## src/rtl/rx_controller_pkg.sv

```systemverilog
// Shared types and constants for the Ethernet receive controller.
package rx_controller_pkg;

  typedef enum logic [1:0] {
    RX_IDLE    = 2'd0,
    RX_HEADER  = 2'd1,
    RX_PAYLOAD = 2'd2,
    RX_DROP    = 2'd3
  } rx_fsm;

  localparam int          ETH_HDR_BYTES = 14;
  localparam logic [3:0]  HDR_LAST_IDX  = 4'd13;
  localparam logic [15:0] ETH_TYPE_MIN  = 16'h0600;
  localparam logic [15:0] MAX_PAYLOAD   = 16'd1500;
  localparam logic [47:0] LOCAL_MAC     = 48'h02_00_00_00_00_01;
  localparam logic [47:0] BROADCAST_MAC = 48'hFFFF_FFFF_FFFF;

  // Counter increment that sticks at all-ones instead of wrapping.
  function automatic logic [15:0] sat_inc16(input logic [15:0] v);
    return (v == 16'hFFFF) ? v : v + 16'd1;
  endfunction

endpackage

```

## src/rtl/rx_controller_if.sv

```systemverilog
// Byte stream from the MAC plus the write/commit/rewind port of the receive buffer.
// slave: the controller's view; master: the MAC/buffer side driving it.
interface rx_controller_if;
  logic [7:0] rx_axis_tdata;
  logic       rx_axis_tvalid;
  logic       rx_axis_tlast;
  logic       rx_axis_tuser;
  logic       brx_full;
  logic       brx_wr_en;
  logic [7:0] brx_wr_data;
  logic       brx_commit;
  logic       brx_rewind;

  modport slave (
    input  rx_axis_tdata, rx_axis_tvalid, rx_axis_tlast, rx_axis_tuser, brx_full,
    output brx_wr_en, brx_wr_data, brx_commit, brx_rewind
  );

  modport master (
    output rx_axis_tdata, rx_axis_tvalid, rx_axis_tlast, rx_axis_tuser, brx_full,
    input  brx_wr_en, brx_wr_data, brx_commit, brx_rewind
  );
endinterface

```

## src/rtl/rx_controller_header_shift.sv

```systemverilog
// Header capture: each header byte lands in the slot named by its byte index,
// so fields only change as the next frame's header bytes arrive.
module rx_header_shift
  import rx_controller_pkg::*;
(
  input  logic        clk,
  input  logic        rst_n,
  input  logic        cap_en,
  input  logic [3:0]  cap_idx,
  input  logic [7:0]  cap_byte,
  output logic [47:0] hdr_dst,
  output logic [47:0] hdr_src,
  output logic [15:0] hdr_type
);

  logic [7:0] byte_q [ETH_HDR_BYTES];
  logic [7:0] byte_d [ETH_HDR_BYTES];

  // Steer the incoming byte into the slot addressed by its header index.
  always_comb begin
    for (int i = 0; i < ETH_HDR_BYTES; i++) begin
      byte_d[i] = byte_q[i];
      if (cap_en && (cap_idx == 4'(i))) begin
        byte_d[i] = cap_byte;
      end
    end
  end

  // Header byte slots.
  always_ff @(posedge clk) begin
    if (!rst_n) begin
      for (int i = 0; i < ETH_HDR_BYTES; i++) begin
        byte_q[i] <= 8'h00;
      end
    end else begin
      byte_q <= byte_d;
    end
  end

  // Bytes arrive MSB first: slot 0 is the top byte of the destination.
  for (genvar gi = 0; gi < 6; gi++) begin : g_mac
    assign hdr_dst[47-8*gi -: 8] = byte_q[gi];
    assign hdr_src[47-8*gi -: 8] = byte_q[6+gi];
  end

  assign hdr_type = {byte_q[12], byte_q[13]};

endmodule

```

## src/rtl/rx_controller.sv

```systemverilog
// Ethernet receive controller: parses the 14-byte header, writes payload bytes
// into the receive buffer and closes each frame with a commit or a rewind.
// Optional destination filter enabled by defining RX_ADDR_FILTER_EN.
module rx_controller
  import rx_controller_pkg::*;
(
  input  logic               clk,
  input  logic               rst_n,
  rx_controller_if.slave     bus,
  output logic [47:0]        hdr_dst,
  output logic [47:0]        hdr_src,
  output logic [15:0]        hdr_type,
  output logic               rx_header_valid,
  output logic [15:0]        frame_len,
  output logic [15:0]        drop_cnt
);

  rx_fsm       state_q, state_d;
  logic [3:0]  idx_q, idx_d;
  logic [15:0] cnt_q, cnt_d;
  logic        hdr_valid_q, hdr_valid_d;
  logic [15:0] frame_len_q, frame_len_d;
  logic [15:0] drop_cnt_q, drop_cnt_d;

  logic        beat;
  logic        last;
  logic        cap_en;
  logic [3:0]  cap_idx;
  logic        wr_en, commit, rewind, drop_evt, abort;
  logic [15:0] type_full;
  logic        type_bad;
  logic        type_is_len;
  logic [15:0] limit;
  logic        addr_ok;

  // Beats are ignored while reset is held so no buffer strobes escape.
  assign beat = bus.rx_axis_tvalid & rst_n;
  assign last = bus.rx_axis_tlast;

  assign cap_en  = beat && ((state_q == RX_IDLE) || (state_q == RX_HEADER));
  assign cap_idx = (state_q == RX_IDLE) ? 4'd0 : idx_q;

  rx_header_shift u_hdr (
    .clk      (clk),
    .rst_n    (rst_n),
    .cap_en   (cap_en),
    .cap_idx  (cap_idx),
    .cap_byte (bus.rx_axis_tdata),
    .hdr_dst  (hdr_dst),
    .hdr_src  (hdr_src),
    .hdr_type (hdr_type)
  );

  // On byte 13 the type field is only complete once the live byte is appended.
  assign type_full = {hdr_type[15:8], bus.rx_axis_tdata};
  assign type_bad  = (type_full > MAX_PAYLOAD) && (type_full < ETH_TYPE_MIN);

  // Small type values are a length field: bytes past it are padding.
  assign type_is_len = (hdr_type <= MAX_PAYLOAD);
  assign limit       = type_is_len ? hdr_type : MAX_PAYLOAD;

`ifdef RX_ADDR_FILTER_EN
  assign addr_ok = (hdr_dst == LOCAL_MAC) || (hdr_dst == BROADCAST_MAC);
`else
  assign addr_ok = 1'b1;
`endif

  // Frame parser: next state, counters and the buffer control strobes.
  always_comb begin
    state_d     = state_q;
    idx_d       = idx_q;
    cnt_d       = cnt_q;
    hdr_valid_d = 1'b0;
    frame_len_d = frame_len_q;
    wr_en       = 1'b0;
    commit      = 1'b0;
    rewind      = 1'b0;
    drop_evt    = 1'b0;
    abort       = 1'b0;
    if (beat) begin
      case (state_q)
        RX_IDLE: begin
          if (last) begin
            drop_evt = 1'b1;
          end else begin
            state_d = RX_HEADER;
            idx_d   = 4'd1;
          end
        end
        RX_HEADER: begin
          if (last) begin
            drop_evt = 1'b1;
            state_d  = RX_IDLE;
            idx_d    = 4'd0;
          end else if (idx_q == HDR_LAST_IDX) begin
            idx_d = 4'd0;
            if (!addr_ok || type_bad) begin
              drop_evt = 1'b1;
              state_d  = RX_DROP;
            end else begin
              hdr_valid_d = 1'b1;
              cnt_d       = 16'd0;
              state_d     = RX_PAYLOAD;
            end
          end else begin
            idx_d = idx_q + 4'd1;
          end
        end
        RX_PAYLOAD: begin
          // Buffer overflow outranks everything else on this beat.
          if (bus.brx_full) begin
            abort = 1'b1;
          end else if (cnt_q < limit) begin
            wr_en = 1'b1;
            cnt_d = cnt_q + 16'd1;
          end else if (!type_is_len) begin
            abort = 1'b1;
          end
          if (abort) begin
            rewind   = 1'b1;
            drop_evt = 1'b1;
            state_d  = last ? RX_IDLE : RX_DROP;
          end else if (last) begin
            state_d = RX_IDLE;
            if (bus.rx_axis_tuser) begin
              rewind   = 1'b1;
              drop_evt = 1'b1;
            end else begin
              commit      = 1'b1;
              frame_len_d = cnt_d;
            end
          end
        end
        RX_DROP: begin
          if (last) begin
            state_d = RX_IDLE;
          end
        end
        default: state_d = RX_IDLE;
      endcase
    end
  end

  assign drop_cnt_d = drop_evt ? sat_inc16(drop_cnt_q) : drop_cnt_q;

  // Parser state and counters.
  always_ff @(posedge clk) begin
    if (!rst_n) begin
      state_q     <= RX_IDLE;
      idx_q       <= 4'd0;
      cnt_q       <= 16'd0;
      hdr_valid_q <= 1'b0;
      frame_len_q <= 16'd0;
      drop_cnt_q  <= 16'd0;
    end else begin
      state_q     <= state_d;
      idx_q       <= idx_d;
      cnt_q       <= cnt_d;
      hdr_valid_q <= hdr_valid_d;
      frame_len_q <= frame_len_d;
      drop_cnt_q  <= drop_cnt_d;
    end
  end

  assign bus.brx_wr_en   = wr_en;
  assign bus.brx_wr_data = bus.rx_axis_tdata;
  assign bus.brx_commit  = commit;
  assign bus.brx_rewind  = rewind;

  assign rx_header_valid = hdr_valid_q;
  assign frame_len       = frame_len_d;
  assign drop_cnt        = drop_cnt_q;

endmodule

```

## src/flat_wrapper.sv

```systemverilog
// flat-port wrapper written by rule: the top's interface ports become plain ports
module rx_controller_flat import rx_controller_pkg::*;
  (clk, rst_n, hdr_dst, hdr_src, hdr_type, rx_header_valid, frame_len, drop_cnt, bus_rx_axis_tdata, bus_rx_axis_tvalid, bus_rx_axis_tlast, bus_rx_axis_tuser, bus_brx_full, bus_brx_wr_en, bus_brx_wr_data, bus_brx_commit, bus_brx_rewind);
  rx_controller_if bus_i ();
  input  logic clk;
  input  logic rst_n;
  output logic [47:0] hdr_dst;
  output logic [47:0] hdr_src;
  output logic [15:0] hdr_type;
  output logic rx_header_valid;
  output logic [15:0] frame_len;
  output logic [15:0] drop_cnt;
  input wire logic [$bits(bus_i.rx_axis_tdata)-1:0] bus_rx_axis_tdata;
  input wire logic [$bits(bus_i.rx_axis_tvalid)-1:0] bus_rx_axis_tvalid;
  input wire logic [$bits(bus_i.rx_axis_tlast)-1:0] bus_rx_axis_tlast;
  input wire logic [$bits(bus_i.rx_axis_tuser)-1:0] bus_rx_axis_tuser;
  input wire logic [$bits(bus_i.brx_full)-1:0] bus_brx_full;
  output wire logic [$bits(bus_i.brx_wr_en)-1:0] bus_brx_wr_en;
  output wire logic [$bits(bus_i.brx_wr_data)-1:0] bus_brx_wr_data;
  output wire logic [$bits(bus_i.brx_commit)-1:0] bus_brx_commit;
  output wire logic [$bits(bus_i.brx_rewind)-1:0] bus_brx_rewind;
  assign bus_i.rx_axis_tdata = bus_rx_axis_tdata;
  assign bus_i.rx_axis_tvalid = bus_rx_axis_tvalid;
  assign bus_i.rx_axis_tlast = bus_rx_axis_tlast;
  assign bus_i.rx_axis_tuser = bus_rx_axis_tuser;
  assign bus_i.brx_full = bus_brx_full;
  assign bus_brx_wr_en = bus_i.brx_wr_en;
  assign bus_brx_wr_data = bus_i.brx_wr_data;
  assign bus_brx_commit = bus_i.brx_commit;
  assign bus_brx_rewind = bus_i.brx_rewind;
  rx_controller u_core (.clk(clk), .rst_n(rst_n), .bus(bus_i), .hdr_dst(hdr_dst), .hdr_src(hdr_src), .hdr_type(hdr_type), .rx_header_valid(rx_header_valid), .frame_len(frame_len), .drop_cnt(drop_cnt));
endmodule
```

## config.mk

```make
export PLATFORM = sky130hd
export DESIGN_NAME = rx_controller_flat
export DESIGN_NICKNAME = d
export VERILOG_FILES = /design/src/rtl/rx_controller_pkg.sv /design/src/rtl/rx_controller_if.sv /design/src/rtl/rx_controller_header_shift.sv /design/src/rtl/rx_controller.sv /design/src/flat_wrapper.sv
export SDC_FILE = /design/constraint.sdc
export NUM_CORES = 1
export LEC_CHECK = 0
export CAP_MARGIN = 0
export CORE_AREA = 10 10 149 151
export CTS_BUF_LIST = sky130_fd_sc_hd__clkbuf_2
export DETAILED_ROUTE_END_ITERATION = 6
export DIE_AREA = 0 0 159 161
export PLACE_DENSITY = 0.63
export SETUP_SLACK_MARGIN = 0.15
export SYNTH_ARGS = -nofsm -noshare
export SYNTH_HDL_FRONTEND = slang
export SYNTH_SLANG_ARGS = --single-unit
```

## constraint.sdc

```tcl
create_clock -name clk -period 4.7 [get_ports clk]
set_clock_uncertainty 0.2 [all_clocks]
set_input_delay 0.47 -clock clk [delete_from_list [all_inputs] [get_ports clk]]
set_output_delay 0.47 -clock clk [all_outputs]
set_load 0.01 [all_outputs]
```

-- Yosys cells after proc, flatten, opt, wreduce, memory -nomap -nowiden
Index checks and enable logic that the tools add are counted.
- register bits after elaboration: 167
- word-level logic and storage cells: 133
- $add $sub $neg: 3
- magnitude comparators: 4
- equal/unequal tests: 23
- mux-type cells: 51
- bitwise gates (word level): 6
- reductions and logical operators: 26
- operators by type and width (cell ; number):
    $mux W16 ; 11
    $add A16 B1 Y16 const B ; 2
    $pmux W16 S2 ; 1
    $eq A4 B4 Y1 const B ; 7
    $mux W1 ; 26
    $eq A16 B16 Y1 const B ; 1
    $eq A4 B3 Y1 const B ; 4
    $gt A16 B11 Y1 const B ; 1
    $le A16 B11 Y1 const B ; 1
    $logic_and A1 B1 Y1 ; 16
    $lt A16 B11 Y1 const B ; 1
    $lt A16 B16 Y1 ; 1
    $mux W4 ; 4
    $mux W2 ; 6
    $eq A4 B2 Y1 const B ; 2
    $ne A2 B2 Y1 const B ; 4
    $pmux W2 S4 ; 1
    $pmux W4 S2 ; 1
    $reduce_and A3 Y1 ; 2
    $not A1 Y1 ; 5
    $reduce_and A5 Y1 ; 1
    $reduce_or A5 Y1 ; 1
    $add A4 B1 Y4 const B ; 1
    $eq A2 B2 Y1 const B ; 2
    10 further kinds ; 11

-- Longest topological paths before layout
- word-level depth: 11
- gate-level depth with buffers: 17
- depth with buffers taken out: 14

-- Modules after synthesis
A second synthesis with hierarchy kept.
- cells, all modules: 826
- area, all modules: 7667.4 um2
- modules (own cells, without submodules) (module ; times used ; cells an instance ; area an instance (um2) ; seq. area each (um2)):
    rx_header_shift ; 1 ; 393 ; 4100.2 ; 2242.2
    rx_controller ; 1 ; 433 ; 3567.2 ; 1101.1

-- Worst setup path before layout
No wires, ideal clock.
- kind: reg2out
- from: reg u_core.u_hdr.byte_q (netlist bit u_core.u_hdr.hdr_type[0])
- to: out frame_len[10]
- arrival time: 3.706 ns
- required time: 4.030 ns
- setup slack: 0.324 ns
- stages on the path, launching flop included: 18
- buffers on the path: 3
- cells stage by stage: dfxtp_1 -> or3_1 -> or4_1 -> a21o_1 -> buf_6 -> inv_1 -> nand2_1 -> ha_1 -> a21o_1 -> nand3_1 -> a21oi_1 -> or4b_1 -> or2_2 -> buf_2 -> a21oi_4 -> buf_6 -> nor2_1 -> a21oi_1
- longest elaborated chain between the ends: 10
- RTL lines (what ; line ; source):
    from (decl) ; rx_controller_header_shift.sv:16 ; logic [7:0] byte_q [ETH_HDR_BYTES];
    from (signal assigned) ; rx_controller_header_shift.sv:36 ; byte_q <= byte_d;
    $le A16 B11 Y1 ; rx_controller.sv:59 ; assign type_is_len = (hdr_type <= MAX_PAYLOAD);
    $mux W16 ; rx_controller.sv:60 ; assign limit = type_is_len ? hdr_type : MAX_PAYLOAD;
    $lt A16 B16 Y1 ; rx_controller.sv:113 ; end else if (cnt_q < limit) begin
    $mux W16 or $mux W1 (tied branches) ; rx_controller.sv:113 ;
    $mux W16 or $mux W1 (tied branches) ; rx_controller.sv:111 ; if (bus.brx_full) begin
    $mux W16 or $mux W1 (tied branches) ; rx_controller.sv:125, rx_controller.sv:81 ;
    $mux W16 or $mux W1 (tied branches) ; rx_controller.sv:123, rx_controller.sv:80 ;
    $mux W16 * ; rx_controller.sv:119 ; if (abort) begin
    $mux W16 * ; rx_controller.sv:81 ; case (state_q)
    $mux W16 * ; rx_controller.sv:80 ; if (beat) begin
    to (decl) ; flat_wrapper.sv:11 ; output logic [15:0] frame_len;
Every way passes the cells marked *; elsewhere a longest branch is shown, timed or not. The select of a mux whose other input is x is not followed.

-- Worst setup path in the final report
- from: reg u_core.u_hdr.byte_q (netlist bit u_core.u_hdr.hdr_type[0])
- to: out frame_len[1]
The elaborated chain is that of the path after synthesis.

==> flow_summary.yaml <==
hold_path:
  whs_path_depth: 2
  min_path_type: "input pin to flip-flop"
finish:
  layout_common_cells: "dfxtp_1 (166), nor2_1 (156), clkdlybuf4s50_1 (150), mux2i_1 (116), buf_4 (67)"
  area_growth_pct: 39.5
  stdcell_area_um2: 10500
  layout.nets: 1072
  drive_above_1_share_pct: 20.2
  layout_commonest_cell: "dfxtp_1"
  fill_cells: 1776
global_routing:
  grt_pass1_wl_um: 36800
  overflow: 0
  antenna_found_initial: 1
  grt_max_degree: 80
  grt_pass1_vias: 6521
  grt.total_usage_pct: 17.6
worst_setup_path:
  worstPathRequired_ns: 4.03
  crit_arrival_ns: 4.40
  cp-end-kind: "output port"
  crit_type: "flip-flop to output port"
  cp-start-kind: "flip-flop"
  reg2reg_depth: 18
  worst-path-max-fanout: 13
pwr:
  power_density_nw_per_um2: 226
  peakVddDrop_mv: 0.213
  leakage_uw: 0.00433
  total_power_uw: 2380
place:
  hpwl_um: 15800
  port-buffer-count: 169
  place.gp.congestion: 0.801
  dpl_cell_area_um2: 9670
floorplanning:
  dieArea_um2: 25600
  die_x_um: 159
  die_h_um: 161
  start_util_pct: 39.3
  rows: 51
  io_pins: 170
  core_um2: 19200
timing:
  fmax_mhz: 197
  setup-tns-final_ns: -5.08
  setup_violations: 18
  layout_setup_ws_ns: -0.371
  max_slew.worst_pin.slew_ns: 1.19
  holdWs_ns: 0.196
  rsz0062_at_grt: "yes"
  min_period_ns: 5.07
  relSlewSlack_pct: 18.7
  finalMaxSlewViolations: 0
  period_share_pct: 108
  hold_viol: 0
clocking:
  clockBufferDepth: 2
  clkTransAtPathRegs_ns: 0.30
  insertion_delay_ns: 0.76
  cts_tree: "done"
  holdBufCountCts: 0
  numCtsBuffers: 17
  clock-sinks: 167
  htreeDepth: 4
  cts-root-buf: "clkbuf_2"
route:
  dr_total_vias: 6661
  drt_wl_total_um: 23700
  drtAntennaViolNets: 0
  post_drt_via_cell_ratio: 5.05
  drt_drc_violations_left: 0
  dr.first_iter.drc_count: 290
  drt_first_pass_iters: 4
  wl_per_cell_um: 18.0
logic_synthesis:
  synth-edff-count: 0
  ys_types: 58
  synth_flop_cell: "dfxtp_1"
  ys_seq_area_share_pct: 44.3
  ys_ff_latch: 167
  avgSynthCellArea_um2: 9.15
  synth_area_um2: 7540
  ys_warn_count: 0
  synthArstFlopShare_pct: 0
  synth_cells: 825
run:
  cap_violations: 0
status:
  run_status: "finished with violations"
  violations: "negative setup slack"
-- power by group --
group | internal (µW) | switching (µW)
registers | 1430 | 5.76
logic | 54.7 | 88.8
clock network | 182 | 623
total | 1660 | 717
-- cell type report --
| type | count | area (µm²) | area share (%) |
|---|---|---|---|
| multi-input combinational | 593 | 4140 | 39.4 |
| sequential | 167 | 3340 | 31.8 |
| timing repair buffer | 253 | 2410 | 22.9 |
| tap | 265 | 332 | 3.15 |
| clock inverter | 15 | 184 | 1.75 |
| clock buffer | 17 | 85.1 | 0.808 |
| inverter | 7 | 28.8 | 0.273 |
| antenna | 1 | 2.50 | 0.0238 |
-- metrics by stage --
| step | setup WS, ns | instances | utilization [%] |
|---|---|---|---|
| 2_1_floorplan | 0.324 | 829 | - |
| 3_3_place_gp | 0.00475 | 1245 | 50.4 |
| 3_5_place_dp | -0.0438 | 1245 | 50.4 |
| 4_1_cts | -0.474 | 1303 | 53.1 |
| 5_1_grt | -0.616 | 1318 | 54.8 |
| 6_report | -0.371 | 1318 | 54.8 |
-- cell usage after synthesis, types with 5 or more instances --
| master | number | share of area (%) |
|---|---|---|
| clkbuf_1 | 44 | 2.2 |
| inv_1 | 6 | 0.30 |
| buf_4 | 8 | 0.80 |
| and3_1 | 16 | 1.3 |
| nor3_1 | 18 | 1.2 |
| xnor2_1 | 12 | 1.4 |
| a31oi_1 | 9 | 0.75 |
| and4_1 | 8 | 0.93 |
| nand2_1 | 36 | 1.8 |
| nand4_1 | 8 | 0.66 |
| a211oi_1 | 6 | 0.60 |
| nand2b_1 | 9 | 0.75 |
| nand3_1 | 20 | 1.3 |
| dfxtp_1 | 167 | 44 |
| nor2_1 | 172 | 8.6 |
| o21ai_0 | 10 | 0.66 |
| o211a_1 | 12 | 1.6 |
| a211oi_2 | 10 | 1.7 |
| or3_1 | 5 | 0.41 |
| nand3b_1 | 5 | 0.50 |
| mux2i_1 | 116 | 15 |
| a21oi_1 | 47 | 3.1 |
| ha_1 | 19 | 3.2 |
| and2_1 | 5 | 0.41 |
| buf_2 | 6 | 0.40 |
-- flip-flops by register name, indices dropped and copies added, names as in the netlist --
signal and count:
u_core.u_hdr.hdr_dst 48, u_core.u_hdr.hdr_src 48, u_core.cnt_q 16, u_core.drop_cnt 16, u_core.frame_len_q 16, u_core.u_hdr.hdr_type 16, u_core.idx_q 4, u_core.state_q 2
u_core.rx_header_valid 1
-- kinds of logic (layout without fill, tap and decap cells) --
kind of cell,count (synthesis),in the layout,share of synthesized area (%)
AOI/OAI and AO/OA,116,116,10.9
xor gates and xnor gates,15,15,1.74
adders and majority gates,19,19,3.15
buffers and inverters,69,292,4.25
DFF,167,167,44.3
muxes,119,119,15.9
other,1,6,0.0497
and+or+nand+nor,319,319,19.7
-- worst max-delay path: stages, from the launching register on --
cell     delay, ns
dfxtp_2       0.39
or3_1         0.34
or4_1         0.39
a21o_1        0.22
inv_2         0.07
nand2_2       0.07
ha_4          0.21
a21o_1        0.19
nand3_2       0.08
a21oi_2       0.05
or4b_4        0.48
buf_4         0.16
nor2_4        0.11
buf_12        0.13
mux2_2        0.34
mux2_4        0.27
buf_6         0.12
-- final timing paths --
kind | start | to | slack, ns
setup / recovery | u_core.u_hdr.hdr_type[0]$_SDFFE_PN0P_ | frame_len[1] | -0.37
hold / removal | bus_rx_axis_tvalid | u_core.state_q[1]$_SDFFE_PN0P_ | 0.20
setup reg to reg | u_core.u_hdr.hdr_type[0]$_SDFFE_PN0P_ | u_core.cnt_q[15]$_SDFFE_PN0P_ | 0.61
hold reg to reg | u_core.drop_cnt[6]$_SDFFE_PN0P_ | u_core.drop_cnt[6]$_SDFFE_PN0P_ | 0.31
-- per-layer routing --
metal	up-vias	part of all wire, %	track usage [%]
met1	3163	44	21.3
met4	0	0.68	3.58
met2	178	46	28.4
met5	-	0	0
met3	11	9.2	8.06
li1	3309	-	-
-- repair_timing --
item | in CTS | in global routing
setup endpoints to repair | 19 | 29
resized for setup | 107 | 47
gates cloned | 2 | 1
buffers inserted | 24 | 13
pin swaps | 9 | 8
(Power assumes the default switching activity.)
